[config.mk]
export PLATFORM = sky130hd
export DESIGN_NAME = fft_controller_flat
export DESIGN_NICKNAME = d
export VERILOG_FILES = /design/src/rtl/fft_controller_if.sv /design/src/rtl/fft_controller.sv /design/src/flat_wrapper.sv
export SDC_FILE = /design/constraint.sdc
export NUM_CORES = 1
export LEC_CHECK = 0
export BUFFER_PORTS_ARGS = -buffer_cell sky130_fd_sc_hd__buf_2
export CAP_MARGIN = 20
export CORE_UTILIZATION = 44
export CTS_BUF_LIST = sky130_fd_sc_hd__clkbuf_16
export CTS_CLUSTER_SIZE = 28
export DETAILED_ROUTE_END_ITERATION = 8
export PLACE_DENSITY = 0.72
export SLEW_MARGIN = 15
export SYNTH_ARGS = -nofsm -noshare
export SYNTH_HDL_FRONTEND = slang
export SYNTH_SLANG_ARGS = --single-unit
export TNS_END_PERCENT = 5
[constraint.sdc]
create_clock -name clk -period 7.51 [get_ports clk]
set_input_delay 1.1265 -clock clk [delete_from_list [all_inputs] [get_ports clk]]
set_output_delay 1.1265 -clock clk [all_outputs]
set_load 0.01 [all_outputs]
[src/rtl/fft_controller_if.sv]
// -----------------------------------------------------------------------------
// fft_controller_if
// Bundles the control/handshake and sample-memory addressing signals of the
// FFT sequencer.
//   start        : request one full FFT pass (driven by the host)
//   busy         : controller is not idle
//   done         : one-cycle completion pulse
//   mem_rd_en    : sample-memory read strobe (data returns one cycle later)
//   mem_wr_en    : sample-memory write strobe for both butterfly outputs
//   addr_a/b     : butterfly input/output addresses
//   twiddle_idx  : twiddle ROM index k for W_N^k
//   res_latch    : capture enable for the butterfly result register
//   stage        : current FFT stage number
// Modports: master = controller side, slave = host/datapath side.
// -----------------------------------------------------------------------------
interface fft_controller_if #(
    parameter int LOG2N = 4
);
    localparam int STW = $clog2(LOG2N) + 1;

    logic             start;
    logic             busy;
    logic             done;
    logic             mem_rd_en;
    logic             mem_wr_en;
    logic [LOG2N-1:0] addr_a;
    logic [LOG2N-1:0] addr_b;
    logic [LOG2N-2:0] twiddle_idx;
    logic             res_latch;
    logic [STW-1:0]   stage;

    modport master (
        input  start,
        output busy, done, mem_rd_en, mem_wr_en,
        output addr_a, addr_b, twiddle_idx, res_latch, stage
    );

    modport slave (
        output start,
        input  busy, done, mem_rd_en, mem_wr_en,
        input  addr_a, addr_b, twiddle_idx, res_latch, stage
    );
endinterface

[src/rtl/fft_controller.sv]
// -----------------------------------------------------------------------------
// fft_controller
// Sequences an in-place radix-2 decimation-in-time FFT of N = 2^LOG2N points
// (input already bit-reversed) through one shared combinational butterfly.
// Each butterfly takes three cycles: READ (memory read), CALC (latch the
// butterfly result), WRITE (write both results back).
// Ports:
//   clk   : clock, rising edge
//   n_rst : asynchronous active-low reset
//   bus   : fft_controller_if master modport (start in; status, strobes,
//           addresses, twiddle index and stage out)
// -----------------------------------------------------------------------------
module fft_controller #(
    parameter int LOG2N = 4
) (
    input  logic              clk,
    input  logic              n_rst,
    fft_controller_if.master  bus
);
    localparam int STW = $clog2(LOG2N) + 1;
    localparam int BW  = LOG2N - 1;

    localparam logic [STW-1:0] S_LAST = STW'(LOG2N - 1);
    localparam logic [BW-1:0]  B_LAST = '1;

    typedef enum logic [2:0] {
        IDLE,
        READ,
        CALC,
        WRITE,
        DONE
    } state_t;

    state_t           state_reg, state_next;
    logic [STW-1:0]   s_reg, s_next;
    logic [BW-1:0]    b_reg, b_next;
    logic [LOG2N-1:0] addr_a_reg, addr_a_next;
    logic [LOG2N-1:0] addr_b_reg, addr_b_next;
    logic [BW-1:0]    tw_reg, tw_next;

    // addr_a = group*2*span + pos with span = 2^s. Since pos < span this is
    // the group bits shifted up by one extra position, OR-ed with pos.
    function automatic logic [LOG2N-1:0] calc_addr_a(input logic [STW-1:0] s,
                                                     input logic [BW-1:0]  b);
        logic [LOG2N-1:0] be;
        logic [LOG2N-1:0] mask;
        logic [LOG2N-1:0] grp;
        be   = {1'b0, b};
        mask = (LOG2N'(1) << s) - LOG2N'(1);
        grp  = be >> s;
        return (grp << (s + STW'(1))) | (be & mask);
    endfunction

    // twiddle = pos * 2^(LOG2N-1-s). In the last stage (s = LOG2N-1) the
    // shifted one falls off the BW-bit word, so the mask becomes all ones.
    function automatic logic [BW-1:0] calc_twiddle(input logic [STW-1:0] s,
                                                   input logic [BW-1:0]  b);
        logic [BW-1:0] mask;
        mask = (BW'(1) << s) - BW'(1);
        return (b & mask) << (S_LAST - s);
    endfunction

    always_ff @(posedge clk or negedge n_rst) begin
        if (!n_rst) begin
            state_reg  <= IDLE;
            s_reg      <= '0;
            b_reg      <= '0;
            addr_a_reg <= '0;
            addr_b_reg <= '0;
            tw_reg     <= '0;
        end else begin
            state_reg  <= state_next;
            s_reg      <= s_next;
            b_reg      <= b_next;
            addr_a_reg <= addr_a_next;
            addr_b_reg <= addr_b_next;
            tw_reg     <= tw_next;
        end
    end

    always_comb begin
        state_next  = state_reg;
        s_next      = s_reg;
        b_next      = b_reg;
        addr_a_next = addr_a_reg;
        addr_b_next = addr_b_reg;
        tw_next     = tw_reg;

        case (state_reg)
            IDLE: begin
                if (bus.start) begin
                    state_next = READ;
                    s_next     = '0;
                    b_next     = '0;
                end
            end
            READ:  state_next = CALC;
            CALC:  state_next = WRITE;
            WRITE: begin
                if (b_reg == B_LAST && s_reg == S_LAST) begin
                    state_next = DONE;
                end else begin
                    state_next = READ;
                    if (b_reg == B_LAST) begin
                        b_next = '0;
                        s_next = s_reg + STW'(1);
                    end else begin
                        b_next = b_reg + BW'(1);
                    end
                end
            end
            DONE: begin
                state_next  = IDLE;
                s_next      = '0;
                b_next      = '0;
                addr_a_next = '0;
                addr_b_next = '0;
                tw_next     = '0;
            end
            default: state_next = IDLE;
        endcase

        // Addresses are loaded only when a new butterfly begins, so they stay
        // frozen across its READ, CALC and WRITE cycles.
        if (state_next == READ) begin
            addr_a_next = calc_addr_a(s_next, b_next);
            addr_b_next = calc_addr_a(s_next, b_next) + (LOG2N'(1) << s_next);
            tw_next     = calc_twiddle(s_next, b_next);
        end
    end

    // All outputs come from registers or state decode; start never reaches
    // an output combinationally.
    assign bus.busy        = (state_reg != IDLE);
    assign bus.done        = (state_reg == DONE);
    assign bus.mem_rd_en   = (state_reg == READ);
    assign bus.res_latch   = (state_reg == CALC);
    assign bus.mem_wr_en   = (state_reg == WRITE);
    assign bus.addr_a      = addr_a_reg;
    assign bus.addr_b      = addr_b_reg;
    assign bus.twiddle_idx = tw_reg;
    assign bus.stage       = s_reg;
endmodule
[src/flat_wrapper.sv]
// flat-port wrapper written by rule: the top's interface ports become plain ports
module fft_controller_flat 
#(
    parameter int LOG2N = 4
)
  (clk, n_rst, bus_start, bus_busy, bus_done, bus_mem_rd_en, bus_mem_wr_en, bus_addr_a, bus_addr_b, bus_twiddle_idx, bus_res_latch, bus_stage);
  fft_controller_if #(.LOG2N(LOG2N)) bus_i ();
  input  logic clk;
  input  logic n_rst;
  input wire logic [$bits(bus_i.start)-1:0] bus_start;
  output wire logic [$bits(bus_i.busy)-1:0] bus_busy;
  output wire logic [$bits(bus_i.done)-1:0] bus_done;
  output wire logic [$bits(bus_i.mem_rd_en)-1:0] bus_mem_rd_en;
  output wire logic [$bits(bus_i.mem_wr_en)-1:0] bus_mem_wr_en;
  output wire logic [$bits(bus_i.addr_a)-1:0] bus_addr_a;
  output wire logic [$bits(bus_i.addr_b)-1:0] bus_addr_b;
  output wire logic [$bits(bus_i.twiddle_idx)-1:0] bus_twiddle_idx;
  output wire logic [$bits(bus_i.res_latch)-1:0] bus_res_latch;
  output wire logic [$bits(bus_i.stage)-1:0] bus_stage;
  assign bus_i.start = bus_start;
  assign bus_busy = bus_i.busy;
  assign bus_done = bus_i.done;
  assign bus_mem_rd_en = bus_i.mem_rd_en;
  assign bus_mem_wr_en = bus_i.mem_wr_en;
  assign bus_addr_a = bus_i.addr_a;
  assign bus_addr_b = bus_i.addr_b;
  assign bus_twiddle_idx = bus_i.twiddle_idx;
  assign bus_res_latch = bus_i.res_latch;
  assign bus_stage = bus_i.stage;
  fft_controller #(.LOG2N(LOG2N)) u_core (.clk(clk), .n_rst(n_rst), .bus(bus_i));
endmodule
==> metrics.md, run 1 <==
| Metric | Value |
|---|---|
| Minimum clock period | around 4000 ps |
| Detail Placement HPWL | ~2.3 mm |
| FF+latch count, synth | 20 |
| Dpl cells | around 200 |
| Skew final | between 3 and 4 ps |
| Area grow syn2layout | 16.27% |
| Top post-synthesis cells by area | dfrtp_1, ha_1, inv_1 |
| Synth warn | 0 |
| Root Buffer | clkbuf_16 |
| Reg area | between 500 and 600 sq um |
| Switching pwr | ~0.27 mW |
| Fill count | approximately 290 |
| Crit path required time | 7640 ps |
| H-tree Lvls | 1 |
| Num CTS Buffers | 3 |
| Drt pass-1 iters | 4 |
| Layout cell share with drive strength beyond 1 | roughly a quarter |
| Number of cells on the worst reg-to-reg path | 17 |
| Sw Share | around 44% |
| Post-Synthesis Cell Area | between 0.001 and 0.0015 sq mm |
| Synth area leader | dfrtp_1 |
| Final net count | about 180 |
| Routed WL | ~3.1 mm |
| Setup TNS | 0 ps |
| Worst Min Path Start | u_core.bus.addr_b[1]$_DFFE_PN0P_ |
| Max_slew headroom | between 50% and 60% |
| Port Buffers | 21 |
| Post-DR wirelength/cell | about 15 um |
| Setup CP Type | flop to flop |
| Initial antenna violation count | 0 |
| Lkg Pwr | roughly 0.81 nW |
| Core area | 0.003053 sq mm |
| Comb power frac | between 50% and 60% |
| Highest routed layer | met4 |
| CTS tree | yes |
| PostCTS Resize Cnt | 0 |
| Reg clk slew, reported paths | roughly 60 ps |
| Sequential power share | between 20% and 30% |
| Power per cell area | 377.0 mW/mm^2 |
| Clock power frac | 17.9% |
| RSZ-0062 raised after global routing | false |
| Critical Path Fanout Max | 9 |
| Synth cell types | 53 |
| Via count | ~1100 |
| Iter 0 DRT Violations | 35 |
| Met1 wire length | approximately 1.4 mm |
| Worst EP arrival | ~4200 ps |
| Multi-input gate area | about 850 sq um |
| GRT Util Overall | around 19% |
| Internal power | about 0.35 mW |
| Post-synth EDFFs | 0 |
| Cell depth of the worst hold path | 2 |
| Remaining global-route overflow | 0 |
| Cell row count | 20 |
| Latest clock arrival within the worst-skew pair | roughly 250 ps |
| R2R Setup Slk | about 3500 ps |
| Worst setup SP type | flop |
| Post-Syn Area per Cell | 10.11 sq um |
| I/O Pins | 22 |
| Fin crit share | ~54% |
| Die Ht | roughly 60 um |
| Fin. max-slew vios | 0 |
| Antenna Nets Post-Route | 0 |
| Die area | 0.003447 sq mm |
| Worst min-delay path class | flop to flop |
| Routability congestion estimate | around 0.87 |
| Drt drc | 0 |
| Via-to-Cell Ratio | 5.512 |
| Worst Max-Slew Pin Slew | roughly 710 ps |
| Starting Density | between 40 and 50% |
| DR WL met2 | approximately 1.5 mm |
| Final setup viols | 0 |
| Worst r2r src | u_core.bus.stage[0]$_DFF_PN0_ |
| Number of diodes | 0 |
| Top_reg_cell synth | dfrtp_1 |
| First-pass GRT wire length | 5.071 mm |
| Post-CTS setup buffers | 0 |
| Vias in the first global route | approximately 1100 |
| Outcome | finished clean |
| WHS Endpoint | u_core.bus.addr_b[1]$_DFFE_PN0P_ |
| Post-synthesis sequential area ratio | ~35% |
| Hold Violations, Final | 0 |
| Die Span X | between 50 and 60 um |
| Worst VDD drop | 195.8 uV |
| CTS Sinks | 20 |
| Largest net degree at the start of global routing | 21 |
| Most frequent cells in the layout | buf_2, dfrtp_1, inv_1, ha_1 |
| Most common cell after layout, fill and taps aside | buf_2 |
| R2r endpoint | u_core.bus.addr_b[3]$_DFFE_PN0P_ |
| Met3 Routed Length | between 80 and 90 um |
| Mapped Cells | between 100 and 150 |
| Asr flop ratio synth | 100.0% |
| Max Cap Viol | 0 |
| Bufs on Longest Clock Path | 2 |
| Post-CTS Hold Buffers | 0 |
| Synthesized Nets | 157 |
| Crit. End Element | flop |
| Max frequency | approximately 250 MHz |
| Top cell type's share of synthesized area | approximately 35% |
| Final std cells w/o fill | between 200 and 250 |
critical path, stage by stage, from the launching register on:
cell      delay [ps]
dfrtp_1          450
ha_1             240
ha_1             210
nand2_1          300
nand3_4          140
mux2_4           380
ha_1             220
ha_1             300
o211ai_1         170
o32ai_1          370
a21boi_2         140
inv_1             70
ha_1             220
a21o_1           180
a21oi_1          170
xnor2_1          160
xnor2_1          140
o21ai_1           70
metal layers:
layer  global-route usage (%)  vias up
met5                        0        -
met4                    6.122        0
met3                    2.637        4
met2                    32.68       23
met1                    25.94      562
li1                         -      552
worst max-delay path by stage:
stage	depth (start not counted)	from	slack (ps)	end
2_1_floorplan	16	bus_start	3570	u_core.bus.addr_b[3]$_DFFE_PN0P_
3_3_place_gp	16	bus_start	3400	u_core.bus.addr_b[3]$_DFFE_PN0P_
3_5_place_dp	16	bus_start	3270	u_core.bus.addr_b[3]$_DFFE_PN0P_
4_1_cts	17	u_core.bus.stage[0]$_DFF_PN0_	3470	u_core.bus.addr_b[3]$_DFFE_PN0P_
5_1_grt	17	u_core.bus.stage[0]$_DFF_PN0_	3240	u_core.bus.addr_b[3]$_DFFE_PN0P_
6_report	17	u_core.bus.stage[0]$_DFF_PN0_	3470	u_core.bus.addr_b[3]$_DFFE_PN0P_
stage by stage:
stage / hold WS, ps / instance area, sq um / util, % / worst slack, ps / power, mW
finish: 475.7 / 1645 / 53.89 / 3466 / 0.6202
global route: 516.4 / 1645 / 53.89 / 3242 / 0.6705
CTS: 478.6 / 1645 / 53.89 / 3467 / 0.6224
detailed placement: 465.9 / 1567 / 51.31 / 3272 / 0.5072
global placement: 463.7 / 1567 / 51.31 / 3404 / 0.4973
floorplan: 500.0 / 1415 / - / 3566 / 0.4199
cell usage after synthesis (2+ instances only):
cell type  instances
a22oi_2            2
o211ai_1           2
nor3b_1            2
dfrtp_1           20
nand3_1            2
o21ai_0            2
nor2_1            10
o31ai_1            2
nand2_1           10
ha_1              13
a21oi_1            8
xor2_1             2
xnor2_1            3
o32ai_1            2
nor2b_1            2
a22o_1             6
o21ai_1            2
nor3_1             2
inv_1             14
cell families (layout without fill, tap and decap cells):
group                    after synthesis  count (layout)  synth area share, %
adder cells (fa/ha/maj)               14              14                12.91
AND/OR/NAND/NOR                       39              39                15.65
flip-flops                            20              20                35.37
AO/OA/AOI/OAI                         40              40                22.90
multiplexers                           4               4                4.155
buffers and inverters                 17              40                4.774
XOR/XNOR                               6               6                4.245
power groups by stage:
| stage | Clock [mW] | Combinational, mW | Sequential, mW |
|---|---|---|---|
| 2_1_floorplan | 0 | 0.243 | 0.177 |
| 3_3_place_gp | 0 | 0.326 | 0.171 |
| 3_5_place_dp | 0 | 0.334 | 0.174 |
| 4_1_cts | 0.112 | 0.338 | 0.172 |
| 5_1_grt | 0.118 | 0.375 | 0.177 |
| 6_report | 0.111 | 0.338 | 0.172 |
final cells by class:
class | count | area share [%]
Timing Repair Buffer | 21 | 6.388
Multi-Input combinational cell | 103 | 51.48
Clock buffer | 3 | 4.563
Inverter | 15 | 3.574
Sequential cell | 20 | 30.42
Tap cell | 44 | 3.346
Clock inverter | 1 | 0.2281
Power figures use the tool's default switching activity.
==> run 2, diff against run 1 <==
clock period = 3.75 ns   (was 7.51 ns; I/O delays follow)
==> run 2 against run 1 <==
Effect of this change:
- sequential share of layout area shrank 2.6 points
- combinational power increased by 130%
- clock skew about the same
- setup slack lost 3300 ps
- sequential power up 98%
- critical path type unchanged
- largest power group unchanged
==> metrics.md, run 2 (synthesis gave the netlist of run 1 again) <==
| Metric | Value |
|---|---|
| Die Ht | 58.71 um (unchanged) |
| Cell row count | 20 (unchanged) |
| Area grow syn2layout | 27.06% |
| Max Cap Viol | 0 (unchanged) |
| Crit path required time | 3920 ps (-3720 ps) |
| Sequential power share | 23.9% (-3.8 points) |
| Post-CTS Hold Buffers | 0 (unchanged) |
| Remaining global-route overflow | 0 (unchanged) |
| Final setup viols | 0 (unchanged) |
| Crit. End Element | flop |
| Worst setup SP type | flop |
| Hold Slack | 254.9 ps (-220.8 ps) |
| Root Buffer | clkbuf_16 |
| Number of cells on the worst reg-to-reg path | 15 (-2) |
| Crit path max-delay family | adder cells |
| Initial antenna violation count | 0 (unchanged) |
| Iter 0 DRT Violations | 54 (+54%) |
| Reg clk slew, reported paths | 60 ps (about the same) |
| Hold Violations, Final | 0 (unchanged) |
| Most used cell, CP | ha_1 |
| Worst path max stage delay | 400 ps (-50 ps) |
| Die Span X | 58.71 um (unchanged) |
| Routability congestion estimate | 0.9103 (+4.9%) |
| Power per cell area | 794.7 mW/mm^2 (+110%) |
| Final net count | 192 (+6.1%) |
| Clock power frac | 20.5% (+2.6 points) |
| Number of diodes | 0 (unchanged) |
| Worst Max-Slew Pin Slew | 482.8 ps (-227.5 ps) |
| Max_slew headroom | 67.81% (+15 points) |
| Power Total | 1.429 mW (+130%) |
| Switching pwr | 0.5933 mW (+120%) |
| Core area | 0.003053 sq mm (unchanged) |
| Vias in the first global route | 1171 (+10%) |
| Starting Density | 46.35% (unchanged) |
| Drt drc | 0 (unchanged) |
| Routed WL | 3.550 mm (+16%) |
| Setup CP Type | flop to flop |
| H-tree Lvls | 1 (unchanged) |
| Outcome | finished clean |
| CP cell instances | ha_1 -> ha_1 -> nand2_2 -> nand3_4 -> mux2_4 -> ha_1 -> ha_4 -> o211ai_1 -> buf_4 -> o32ai_2 -> ha_1 -> inv_1 -> fa_1 -> xor2_1 -> o21ai_0 |
| Num CTS Buffers | 3 (unchanged) |
| Most common cell after layout, fill and taps aside | buf_2 |
| Sw Share | 41.53% (-2.3 points) |
| Via-to-Cell Ratio | 5.550 (+0.70%) |
| CTS Sinks | 20 (unchanged) |
| Post-DR wirelength/cell | 16.28 um (+9.8%) |
| Lkg Pwr | 0.8872 nW (+9.2%) |
| Die area | 0.003447 sq mm (unchanged) |
| Crit path depth | 15 (-2) |
| Skew final | 2.976 ps (-0.02642 ps) |
| I/O Pins | 22 (unchanged) |
| Critical Path Fanout Max | 3 (-6) |
| Latest clock arrival within the worst-skew pair | 250 ps (about the same) |
| CP bufs+invs | 2 (+1) |
| CP max stage cell | dfrtp_1 |
| Drt pass-1 iters | 4 (unchanged) |
| Worst min-delay path class | primary input to async pin |
| Detail Placement HPWL | 2.528 mm (+10%) |
| Via count | 1210 (+6.0%) |
| Minimum clock period | 3605 ps (-439.6 ps) |
| Comb power frac | 55.6% (+1.2 points) |
| Setup TNS | 0 ps (unchanged) |
| Largest net degree at the start of global routing | 21 (unchanged) |
| Antenna Nets Post-Route | 0 (unchanged) |
| Fill count | 258 (-9.8%) |
| Fin. max-slew vios | 0 (unchanged) |
| Internal power | 0.8355 mW (+140%) |
| First-pass GRT wire length | 5.582 mm (+10%) |
| Max frequency | 277.4 MHz (+12%) |
| Most frequent cells in the layout | buf_2, dfrtp_1, inv_1, ha_1, buf_4 |
| Layout cell share with drive strength beyond 1 | 34.48% (+9.3 points) |
| GRT Util Overall | 21.95% (+2.5 points) |
| Port Buffers | 21 (unchanged) |
| Worst EP arrival | 3770 ps (-410 ps) |
| Bufs on Longest Clock Path | 2 (unchanged) |
| Fin crit share | 96.12% (+42 points) |
| CTS tree | yes |
| Worst VDD drop | 416.1 uV (+110%) |
run 2: changes by cell type in the layout (fill, tap and decap cells not counted), moves of 2 or more:
cell,change
o32ai_1,-2
ha_1,-2
o32ai_2,+2
buf_4,+11
run 2: final timing paths:
kind / startpoint / to / slack, ps
worst min register to register: u_core.bus.addr_b[1]$_DFFE_PN0P_ / u_core.bus.addr_b[1]$_DFFE_PN0P_ / 480
max in group asynchronous: n_rst / u_core.bus.stage[1]$_DFF_PN0_ / 3180
worst min-delay path: n_rst / u_core.state_reg[2]$_DFF_PN0_ / 250
min in group clk: u_core.bus.addr_b[1]$_DFFE_PN0P_ / u_core.bus.addr_b[1]$_DFFE_PN0P_ / 480
worst max register to register: u_core.bus.stage[0]$_DFF_PN0_ / u_core.bus.addr_b[2]$_DFFE_PN0P_ / 150
worst max-delay path: u_core.bus.stage[0]$_DFF_PN0_ / u_core.bus.addr_b[2]$_DFFE_PN0P_ / 150
run 2: area by class of cell:
cell class                 instances  area [sq um]  area share, %
clock buffer                       3         75.07          4.175
clock inverter                     1         30.03          1.670
inverter                          15         58.81          3.271
multi-input combinational        103         890.9          49.55
sequential                        20         500.5          27.84
tap                               44         55.05          3.062
timing repair buffer              32         187.7          10.44
run 2: timing repair:
action,4_1_cts,5_1_grt
cloned,0,0
setup buffers,0,1
pin swaps,0,2
gates resized for setup,1,6
setup endpoints to repair,2,3
run 2: power groups by stage:
stage / registers, mW / clock network [mW] / logic, mW
after floorplan: 0.354 / 0 / 0.487
after global placement: 0.341 / 0 / 0.728
after CTS: 0.341 / 0.297 / 0.768
after detailed placement: 0.344 / 0 / 0.750
after global routing: 0.350 / 0.308 / 0.874
final: 0.341 / 0.294 / 0.794
run 2: stage by stage:
step                std cells  area, sq um  worst slack [ps]  util, %
global placement          213         1642             188.4    53.77
global route              218         1798            -2.702    58.89
floorplan                 140         1415             35.69        -
finish                    218         1798             145.4    58.89
detailed placement        213         1642             39.06    53.77
CTS                       217         1754            -23.52    57.46
run 2: routing by layer:
metal  up-vias  GRT usage, %  wire (um)
li1        578             -          -
met3         8         2.198        190
met5         -             0          0
met1       577         28.07       1495
met4         0         8.163         78
met2        47         38.42       1786
